$ cat config.mk
export PLATFORM = sky130hd
export DESIGN_NAME = med_ctrl
export DESIGN_NICKNAME = d
export VERILOG_FILES = /design/src/rtl/med_pkg.sv /design/src/rtl/med_win_buf.sv /design/src/rtl/med_ctrl.sv
export SDC_FILE = /design/constraint.sdc
export NUM_CORES = 1
export LEC_CHECK = 0
export ABC_AREA = 0
export CORE_ASPECT_RATIO = 1.1
export CORE_UTILIZATION = 55
export CTS_CLUSTER_SIZE = 20
export DETAILED_ROUTE_END_ITERATION = 10
export PLACE_DENSITY = 0.85
export SKIP_CTS_REPAIR_TIMING = 1
export SLEW_MARGIN = 20
export SYNTH_ARGS = -nofsm -noshare
export SYNTH_HDL_FRONTEND = slang
export SYNTH_SLANG_ARGS = --single-unit
$ cat constraint.sdc
create_clock -name CLK -period 4.2 [get_ports CLK]
set_input_delay 0.63 -clock CLK [delete_from_list [all_inputs] [get_ports CLK]]
set_output_delay 0.63 -clock CLK [all_outputs]
set_load 0.005 [all_outputs]
$ cat src/rtl/med_pkg.sv
// Shared state encoding and sizing helpers for the MED median sequencer.
package med_pkg;

  localparam int NBITS_DEF   = 8;
  localparam int NPIXELS_DEF = 9;

  typedef enum logic [2:0] {IDLE, LOAD, CMP, BYPS, CAPT} med_state_t;

  function automatic int med_npass(input int npixels);
    return (npixels + 1) / 2;
  endfunction

  // Cycles from the first CMP cycle up to (not including) CAPT.
  function automatic int med_sort_len(input int npixels);
    return (npixels - 1) * med_npass(npixels) + med_npass(npixels) - 1;
  endfunction

endpackage

$ cat src/rtl/med_win_buf.sv
// Window buffer: pixels written sequentially from the upstream stream,
// read by index during the LOAD burst, released in one cycle.
module med_win_buf
  import med_pkg::*;
#(
  parameter int NBITS   = NBITS_DEF,
  parameter int NPIXELS = NPIXELS_DEF,
  parameter int CW      = $clog2(NPIXELS + 1)
) (
  input  logic             clk,
  input  logic             rst,
  input  logic [NBITS-1:0] pix_data,
  input  logic             pix_valid,
  output logic             pix_ready,
  input  logic             release_win,
  input  logic [CW-1:0]    rd_idx,
  output logic [NBITS-1:0] rd_data,
  output logic             full
);

  logic [NBITS-1:0] mem [NPIXELS];
  logic [CW-1:0]    wr_cnt;
  logic             accept;

  assign full      = (wr_cnt == CW'(NPIXELS));
  assign pix_ready = ~full & ~rst;
  assign accept    = pix_valid & pix_ready;
  assign rd_data   = mem[rd_idx];

  // Release only happens while full, so it never collides with a write.
  always_ff @(posedge clk) begin
    if (rst || release_win) wr_cnt <= '0;
    else if (accept)        wr_cnt <= wr_cnt + 1'b1;
  end

  always_ff @(posedge clk) begin
    if (accept) mem[wr_cnt] <= pix_data;
  end

endmodule

$ cat src/rtl/med_ctrl.sv
// Sequencer for the MED median datapath: bursts a buffered window into MED,
// walks the compare/bypass schedule and holds the captured median.
module med_ctrl
  import med_pkg::*;
#(
  parameter int NBITS   = NBITS_DEF,
  parameter int NPIXELS = NPIXELS_DEF
) (
  input  logic             CLK,
  input  logic             RST,
  input  logic [NBITS-1:0] PIX_DATA,
  input  logic             PIX_VALID,
  output logic             PIX_READY,
  output logic [NBITS-1:0] MED_DI,
  output logic             MED_DSI,
  output logic             MED_BYP,
  input  logic [NBITS-1:0] MED_DO,
  output logic [NBITS-1:0] RES_DATA,
  output logic             RES_VALID,
  input  logic             RES_READY,
  output logic             BUSY
);

  localparam int NPASS = med_npass(NPIXELS);
  localparam int CW    = $clog2(NPIXELS + 1);
  localparam int SW    = $clog2(NPIXELS);
  localparam int PW    = $clog2(NPASS);

  med_state_t       state, state_nxt;
  logic [CW-1:0]    rd_cnt;
  logic [SW-1:0]    seg_cnt;
  logic [PW-1:0]    pass_cnt;
  logic             buf_full;
  logic             load_last, seg_last, pass_last;
  logic [NBITS-1:0] buf_rd;

  med_win_buf #(
    .NBITS   (NBITS),
    .NPIXELS (NPIXELS)
  ) u_buf (
    .clk         (CLK),
    .rst         (RST),
    .pix_data    (PIX_DATA),
    .pix_valid   (PIX_VALID),
    .pix_ready   (PIX_READY),
    .release_win (load_last),
    .rd_idx      (rd_cnt),
    .rd_data     (buf_rd),
    .full        (buf_full)
  );

  assign load_last = (state == LOAD) && (rd_cnt == CW'(NPIXELS - 1));
  assign seg_last  = (state == CMP)  && (seg_cnt == SW'(NPIXELS - 2));
  assign pass_last = (pass_cnt == PW'(NPASS - 1));
  assign BUSY      = (state != IDLE);

  always_ff @(posedge CLK) begin
    if (RST) state <= IDLE;
    else     state <= state_nxt;
  end

  // Start only when the result slot is free: MED has no clock enable,
  // so a started sort must always be able to deposit its result.
  always_comb begin
    state_nxt = state;
    MED_DSI   = 1'b0;
    MED_BYP   = 1'b1;
    MED_DI    = '0;
    case (state)
      IDLE: if (buf_full && !RES_VALID) state_nxt = LOAD;
      LOAD: begin
        MED_DSI = 1'b1;
        MED_DI  = buf_rd;
        if (load_last) state_nxt = CMP;
      end
      CMP: begin
        MED_BYP = 1'b0;
        if (seg_last) state_nxt = pass_last ? CAPT : BYPS;
      end
      BYPS:    state_nxt = CMP;
      CAPT:    state_nxt = IDLE;
      default: state_nxt = IDLE;
    endcase
  end

  always_ff @(posedge CLK) begin
    if (RST) begin
      rd_cnt   <= '0;
      seg_cnt  <= '0;
      pass_cnt <= '0;
    end else begin
      case (state)
        IDLE: rd_cnt <= '0;
        LOAD: begin
          if (!load_last) rd_cnt <= rd_cnt + 1'b1;
          seg_cnt  <= '0;
          pass_cnt <= '0;
        end
        CMP:     seg_cnt  <= seg_last ? '0 : seg_cnt + 1'b1;
        BYPS:    pass_cnt <= pass_cnt + 1'b1;
        default: ;
      endcase
    end
  end

  // Result holding register with valid/ready.
  always_ff @(posedge CLK) begin
    if (RST) begin
      RES_VALID <= 1'b0;
      RES_DATA  <= '0;
    end else if (state == CAPT) begin
      RES_VALID <= 1'b1;
      RES_DATA  <= MED_DO;
    end else if (RES_VALID && RES_READY) begin
      RES_VALID <= 1'b0;
    end
  end

endmodule

======== Word-level counts from Yosys, hierarchy flattened ========
Memory sizes are Yosys's and may differ from the RTL's. A register that Yosys moved wholly into a read port is not among the register bits.
Index checks and enable logic that the tools add are counted.
word-level totals
  bits in registers ....................... 27
  memory bits (writable) .................. 72
  bits of input ports ..................... 20
  output and inout bits ................... 21
  logic and storage cells ................. 61
  memories kept ........................... 1
cells by class
  $add $sub $neg .......................... 4
  equality and inequality tests ........... 12
  multiplexer cells ....................... 19
  bitwise logic cells ..................... 4
  reduce and logical (&&, ||, !) cells .... 14
memories
  name       depth  bits a word  read ports  clocked after memory_dff  wr ports  line               source
  u_buf.mem  9      8            1           1                         1         med_win_buf.sv:21  logic [NBITS-1:0] mem [NPIXELS];
operators with widths
  operator                                        count
  2-to-1 mux 4 bit                                4
  case mux 4 bit (2 select lines)                 2
  adder 4 x 1 -> 4 bit (second input constant)    3
  2-to-1 mux 3 bit                                4
  case mux 3 bit (4 select lines)                 1
  == test 4 bit (second input constant)           2
  2-to-1 mux 8 bit                                1
  nonzero test 2 bit                              4
  == test 3 x 2 -> 1 bit (second input constant)  2
  == test 3 bit (second input constant)           2
  2-to-1 mux 1 bit                                6
  != test 2 bit (second input constant)           3
  case mux 3 bit (2 select lines)                 1
  == test 4 x 3 -> 1 bit (second input constant)  1
  logical AND 1 bit                               4
  adder 3 x 1 -> 3 bit (second input constant)    1
  == test 3 x 1 -> 1 bit (second input constant)  1
  logical NOT 3 bit                               1
  AND reduction 3 bit                             1
  nonzero test 3 bit                              1
  bitwise AND 1 bit                               2
  != test 2 x 1 -> 1 bit (second input constant)  1
  NOT 1 bit                                       2
  AND reduction 2 bit                             1
  2 further kinds                                 2

======== Longest topological paths before layout ========
Gate-level depths: netlist of the first run.
  depth after elaboration ................. 6
  depth in mapped cells ................... 6
  depth with buffers taken out ............ 6

======== Modules after synthesis ========
From an unflattened synthesis of the first run, not the netlist that was laid out.
second synthesis, totals
  cell total of the unflattened synthesis .. 327
  area total of the unflattened synthesis .. 4272.8 um^2
by module, submodules not included
  module       instances  cells an instance  area each (um^2)  sequential area each (um^2)
  med_win_buf  1          191                3118.0            2242.2
  med_ctrl     1          136                1154.9            460.4

======== Least setup slack after synthesis of the first run ========
Ideal clock, no wire load.
  kind .................................... flip-flop to output port
  start point ............................. register with a tool-made name
  end point ............................... output port MED_DI[4]
  arrival time ............................ 1.374 ns
  required time ........................... 3.570 ns
  path slack .............................. 2.196 ns
  cell stages (with the launch flop) ...... 6
  buffers on the path ..................... 2
  cell sequence ........................... dfxtp_1 -> buf_6 -> buf_6 -> mux4_1 -> o22ai_1 -> nor3_1
RTL lines
  what       line            source
  to (decl)  med_ctrl.sv:14  output logic [NBITS-1:0] MED_DI,

==> summary.md, run 1 <==
| Metric | Value |
|---|---|
| Status | `finished, final reports clean` |
| Register-to-Register Setup Slack | `about 1.9 ns` |
| Fmax | `slightly above 300 MHz` |
| Wire per inst | `19.2 um` |
| Clock latency on the worst-skew pair | `around 0.37 ns` |
| CTS sink count | `a little over 100` |
| Library cells used by synthesis | `40` |
| Switch Pwr | `0.420 mW` |
| Max-slew violations | `0` |
| Startpoint types | `register` |
| IO Pins | `approximately 40` |
| WHS Endpoint | `state[2]` |
| Hold path start | `pass_cnt[2]` |
| Part of the power in combinational logic | `0.076` |
| Die height | `93.3 um` |
| Number of synthesized flops with an enable pin | `72` |
| Clk pwr share | `0.331` |
| Period utilization | `0.770` |
| Cell area after placement | `between 4000 and 5000 sq um` |
| Fin nets | `roughly 350` |
| Total clock buffers created by CTS | `9` |
| Min cycle time layout | `about 3.2 ns` |
| Syn Nets | `around 300` |
| Die ar. | `7920 sq um` |
| Pin count of the biggest net entering global routing | `26` |
| Global Route Usage Sum | `0.220` |
| Most frequent cells in the layout | `edfxtp_1 (72), clkdlybuf4s50_1 (40), dfxtp_1 (31)` |
| Final setup viols | `0` |
| Synth top area cells | `edfxtp_1 (52%), dfxtp_1 (15%), mux4_2 (7.6%)` |
| Largest area contributor in the netlist | `edfxtp_1` |
| Most common cell after layout, fill and taps aside | `edfxtp_1` |
| Worst hold path class | `reg -> reg` |
| Seq/Total Area, Yosys | `0.668` |
| Async S/R FF share, synth | `0` |
| Layout cells sized above 1 | `0.104` |
| DR vias | `2427` |
| Avg Cell Area, Syn | `roughly 15 sq um` |
| Pwr per Cell Area | `388 nW/um^2` |
| Min Hold Slack | `0.505 ns` |
| H-tree Lvls | `3` |
| Seq cells post-synth | `a little over 100` |
| Setup crit end kind | `output pin` |
| Antenna Cells | `0` |
| Routed wire length | `between 7 and 8 mm` |
| Worst slew pin tran | `1.13 ns` |
| Final Hold Vio Count | `0` |
| Clock tree buffer depth | `2` |
| Residual DRC count | `0` |
| FF-to-FF path depth | `5` |
| Critical path class | `reg -> out` |
| Hold path cells | `2` |
| Sequential share of power | `0.593` |
| Post-Synthesis Cells | `280` |
| Root Buffer | `clkbuf_8` |
| End of the worst register-to-register path | `u_buf.mem[8][2]` |
| Worst VDD drop | `a little under 200 uV` |
| Clk slew on worst S/H paths | `approximately 0.09 ns` |
| Area delta synth->final | `15.7%` |
| Post-DP HPWL | `approximately 5.1 mm` |
| Total internal power | `between 1 and 1.5 mW` |
| Setup Skew | `0.0194 ns` |
| Initial antenna violation count | `0` |
| Switching part of the total power | `0.225` |
| IO buf count | `40` |
| Main synth FF type | `edfxtp_1` |
| Critical path arrival | `about 2.6 ns` |
| Worst Path Max Fanout | `9` |
| Slew HR | `0.246` |
| Area fraction of the dominant cell type after synthesis | `0.519` |
| Gpl congestion | `between 0.8 and 0.9` |
| Max-cap violations | `0` |
| RSZ-0062 raised after global routing | `no` |
| Vias per cell | `slightly below 6` |
| Core area | `7170 sq um` |
| Drt first-iter violations | `184` |
| Die Span X | `85.0 um` |
| CTS tree | `done` |
| First-pass GRT wire length | `about 13 mm` |
| CP required | `roughly 3.6 ns` |
| Detail Route Antenna Nets | `0` |
| Fin util | `0.672` |
| Fin area | `~4800 sq um` |
| Initial Utilization | `0.581` |
| Sum Neg Setup Slack | `0 ns` |
| Leakage | `around 1.6 nW` |
| Mapped Area | `approximately 4200 sq um` |
| YS warnings | `0` |
| Reg2reg start | `u_buf.wr_cnt[1]` |
| Overflow after GRT | `0` |
| First-pass DRT Iterations | `4` |
| Row cnt | `32` |
| Vias in the first global route | `about 2500` |
-- synth_stat cells, types with 2 or more instances --
cell / count
nor3_1: 12
o21ai_0: 4
nor2b_1: 11
nand2b_1: 2
mux4_2: 14
ha_1: 9
buf_6: 3
dfxtp_1: 31
edfxtp_1: 72
clkbuf_1: 4
nand3b_1: 4
a21oi_1: 10
o22ai_1: 8
nor2_1: 22
and2_1: 9
xor2_1: 4
nand3_1: 7
buf_2: 3
inv_1: 10
and3b_1: 2
mux4_1: 2
nand2_1: 7
a221oi_1: 2
mux2i_1: 9
nor3b_1: 4
-- logic make-up after synthesis --
group | Yosys count | share of synthesized area
flops | 103 | 0.668
simple gates | 85 | 0.112
compound gates | 31 | 0.0454
mux | 25 | 0.110
buf+inv | 22 | 0.0270
fa+ha+maj | 9 | 0.0270
xor+xnor | 5 | 0.0105
-- power groups by stage --
| stage | Clock, mW | Sequential [mW] | Combinational, mW |
|---|---|---|---|
| after detailed placement | 0 | 1.13 | 0.142 |
| after global routing | 0.660 | 1.11 | 0.154 |
| after global placement | 0 | 1.13 | 0.138 |
| final | 0.619 | 1.11 | 0.142 |
| after CTS | 0.621 | 1.11 | 0.142 |
| after floorplan | 0 | 1.13 | 0.0842 |
-- metrics by stage --
step                power, mW  setup WS, ns  instances
floorplan                1.21          2.20        280
global placement         1.27          1.39        397
detailed placement       1.27          1.34        397
CTS                      1.87         0.934        412
global route             1.92         0.817        412
finish                   1.87         0.967        412
-- worst max path at each step --
stage / from / endpoint / slack, ns / cells past startpoint
CTS: register / MED_DI[3] / 0.93 / 5
global route: register / MED_DI[3] / 0.82 / 5
global placement: register / MED_DI[3] / 1.39 / 5
floorplan: register / MED_DI[4] / 2.20 / 5
finish: register / MED_DI[3] / 0.97 / 5
detailed placement: register / MED_DI[3] / 1.34 / 5
-- layout make-up --
type,count,area (sq um)
clock buffer,10,128
clock inverter,5,66.3
fill,465,2350
inverter,11,43.8
multi-input combinational,155,1270
sequential,103,2780
tap,85,106
timing repair buffer,43,423
-- flip-flops by register name, summed over array words and instances (netlist names), named ones only --
register      flops
rd_cnt            4
state             3
pass_cnt          3
RES_DATA          8
seg_cnt           4
u_buf.wr_cnt      4
RES_VALID         1
u_buf.mem        72
-- worst max-delay path, stage by stage (launching register included) --
cell	delay, ns
dfxtp_1	0.62
buf_4	0.32
mux4_2	0.53
o22ai_1	0.19
nor3_1	0.10
clkdlybuf4s50_1	0.48
-- per-layer routing --
layer / share of wire / track usage / vias to the layer above
li1: - / - / 1137
met1: 0.42 / 0.281 / 1210
met2: 0.51 / 0.372 / 69
met3: 0.051 / 0.0459 / 11
met4: 0.019 / 0.0833 / 0
met5: 0 / 0 / -
(Power assumes the default switching activity.)
==> run 2, diff against run 1 <==
--- a/config.mk
+++ b/config.mk
@@ -7,10 +7,10 @@
 export LEC_CHECK = 0
 export ABC_AREA = 0
 export CORE_ASPECT_RATIO = 1.1
-export CORE_UTILIZATION = 55
+export CORE_UTILIZATION = 51
 export CTS_CLUSTER_SIZE = 20
 export DETAILED_ROUTE_END_ITERATION = 10
-export PLACE_DENSITY = 0.85
+export PLACE_DENSITY = 0.83
 export SKIP_CTS_REPAIR_TIMING = 1
 export SLEW_MARGIN = 20
 export SYNTH_ARGS = -nofsm -noshare
==> constraint.sdc (replaced) <==
create_clock -name CLK -period 2.94 [get_ports CLK]
set_input_delay 0.441 -clock CLK [delete_from_list [all_inputs] [get_ports CLK]]
set_output_delay 0.441 -clock CLK [all_outputs]
set_load 0.005 [all_outputs]
==> summary.md, run 2 (same netlist as run 1, synthesis figures left out) <==
| Metric | Value |
|---|---|
| Largest registers | `u_buf.mem: 72 flops, RES_DATA: 8 flops (unchanged)` |
| Clk slew on worst S/H paths | `0.11 ns (was 0.09 ns)` |
| Critical path class | `reg -> out (unchanged)` |
| Clock tree buffer depth | `2 (unchanged)` |
| Worst Path Max Fanout | `10 (was 9)` |
| Antenna Cells | `0 (unchanged)` |
| Most frequent cells in the layout | `edfxtp_1 (72), clkdlybuf4s50_1 (40), dfxtp_1 (31) (unchanged)` |
| Switch Pwr | `0.650 mW (was 0.420 mW)` |
| Sum Neg Setup Slack | `0 ns (unchanged)` |
| Part of the power in combinational logic | `0.079 (was 0.076)` |
| Hold path start | `pass_cnt[2] (unchanged)` |
| Startpoint types | `register (unchanged)` |
| Vias in the first global route | `2455 (was 2459)` |
| Initial Utilization | `0.526 (was 0.581)` |
| Final Hold Vio Count | `0 (unchanged)` |
| Drt first-iter violations | `178 (was 184)` |
| Die Span X | `88.2 um (was 85.0 um)` |
| Period utilization | `0.944` |
| Min cycle time layout | `between 2 and 3 ns` |
| Total clock buffers created by CTS | `9 (unchanged)` |
| Total internal power | `2.02 mW (was 1.45 mW)` |
| Wire per inst | `17.5 um (was 19.2 um)` |
| FF-to-FF path depth | `6 (was 5)` |
| Fin util | `0.617 (was 0.672)` |
| Sequential share of power | `0.592 (was 0.593)` |
| WHS Endpoint | `pass_cnt[2] (was state[2])` |
| Row cnt | `34 (was 32)` |
| Vias per cell | `5.52 (was 5.89)` |
| Setup crit end kind | `output pin (unchanged)` |
| Critical path arrival | `2.33 ns (was 2.60 ns)` |
| Register-to-Register Setup Slack | `1.27 ns (was 1.86 ns)` |
| Worst VDD drop | `226 uV (was 195 uV)` |
| Routed wire length | `7.67 mm (was 7.91 mm)` |
| Max-slew violations | `0 (unchanged)` |
| Worst hold path class | `reg -> reg (unchanged)` |
| Root Buffer | `clkbuf_8 (unchanged)` |
| End of the worst register-to-register path | `u_buf.mem[8][2] (unchanged)` |
| Layout cells sized above 1 | `0.118 (was 0.104)` |
| Pin count of the biggest net entering global routing | `26 (unchanged)` |
| Gpl congestion | `0.817 (was 0.807)` |
| Fillers | `616 (was 465)` |
| Clk pwr share | `0.329 (was 0.331)` |
| Power Total | `2.67 mW (was 1.87 mW)` |
| CTS sink count | `103 (unchanged)` |
| Global Route Usage Sum | `0.198 (was 0.220)` |
| Die ar. | `8530 sq um (was 7920 sq um)` |
| Pwr per Cell Area | `546 nW/um^2 (was 388 nW/um^2)` |
| First-pass GRT wire length | `12.4 mm (was 12.7 mm)` |
| CTS tree | `done (unchanged)` |
| Area delta synth->final | `17.3% (was 15.7%)` |
| DR vias | `2417 (was 2427)` |
| Clock latency on the worst-skew pair | `0.37 ns (about the same)` |
| Core area | `7910 sq um (was 7170 sq um)` |
| Switching part of the total power | `0.244 (was 0.225)` |
| Fin nets | `354 (was 352)` |
| Hold path cells | `2 (unchanged)` |
| Leakage | `1.59 nW (was 1.56 nW)` |
| CP required | `2.50 ns (was 3.57 ns)` |
| Initial antenna violation count | `0 (unchanged)` |
| First-pass DRT Iterations | `4 (unchanged)` |
| Residual DRC count | `0 (unchanged)` |
| Final setup viols | `0 (unchanged)` |
| Detail Route Antenna Nets | `0 (unchanged)` |
| Reg2reg start | `u_buf.wr_cnt[1] (unchanged)` |
| Status | `finished, final reports clean (unchanged)` |
| RSZ-0062 raised after global routing | `no (unchanged)` |
| Die height | `96.8 um (was 93.3 um)` |
| Most common cell after layout, fill and taps aside | `edfxtp_1 (unchanged)` |
| Worst slew pin tran | `0.545 ns (was 1.13 ns)` |
| Overflow after GRT | `0 (unchanged)` |
| Max reg flops | `72 (unchanged)` |
| IO buf count | `40 (unchanged)` |
| Fmax | `360 MHz` |
| Max-cap violations | `0 (unchanged)` |
| Slew HR | `0.637 (was 0.246)` |
| Post-DP HPWL | `4.99 mm (was 5.12 mm)` |
| H-tree Lvls | `3 (unchanged)` |
| Register with the most flip-flops | `u_buf.mem (unchanged)` |
| IO Pins | `41 (unchanged)` |
| Setup Skew | `0.0159 ns (was 0.0194 ns)` |
[run 2: cell types whose count changed in the layout (fill, tap and decap cells not counted), sizes merged]
cell and delta:
clkbuf -1, clkinvlp -1, inv +1, bufinv -1, buf +2, clkinv +3
[run 2: final cells by class]
class	instances	area [sq um]	share of cell area
flip-flops and latches	103	2780	0.570
inverters	11	43.8	0.00897
well taps	108	135	0.0277
multi-input cells	155	1270	0.260
clock buffers	9	124	0.0254
clock inverters	7	86.3	0.0177
repair buffers	45	442	0.0904
[run 2: through the flow]
step | instances | worst slack (ns) | hold slack (ns) | area (sq um)
global placement | 422 | 0.546 | 0.466 | 4670
finish | 438 | 0.164 | 0.497 | 4880
global route | 438 | 0.0485 | 0.519 | 4880
detailed placement | 422 | 0.499 | 0.482 | 4670
floorplan | 280 | 1.13 | 0.458 | 4160
CTS | 438 | 0.0755 | 0.495 | 4880
[run 2: layer usage]
layer  global-route usage  part of all wire  vias to the layer above
met2                0.306              0.48                       75
met3               0.0324             0.043                       17
met1                0.273              0.45                     1185
li1                     -                 -                     1140
met5                    0                 0                        -
met4               0.0968             0.026                        0
[run 2: how the worst max path moves through the flow]
| stage | endpoint | slack, ns | cells after the start |
|---|---|---|---|
| 6_report | MED_DI[7] | 0.16 | 4 |
| 5_1_grt | MED_DI[7] | 0.05 | 4 |
| 4_1_cts | MED_DI[7] | 0.08 | 5 |
| 2_1_floorplan | MED_DI[4] | 1.13 | 5 |
| 3_3_place_gp | MED_DI[2] | 0.55 | 3 |
| 3_5_place_dp | u_buf.mem[3][3] | 0.50 | 4 |
[run 2: critical path, cell delays in order, from the launching register on]
cell and delay, ns:
dfxtp_1 0.57, nand2b_1 0.41, o22ai_1 0.18, nor3_1 0.25, clkdlybuf4s50_1 0.57
[run 2: power groups by stage]
| stage | logic, mW | clock network (mW) | registers, mW |
|---|---|---|---|
| after detailed placement | 0.208 | 0 | 1.61 |
| after floorplan | 0.120 | 0 | 1.61 |
| after global placement | 0.202 | 0 | 1.61 |
| after CTS | 0.209 | 0.893 | 1.58 |
| final | 0.210 | 0.878 | 1.58 |
| after global routing | 0.229 | 0.945 | 1.58 |
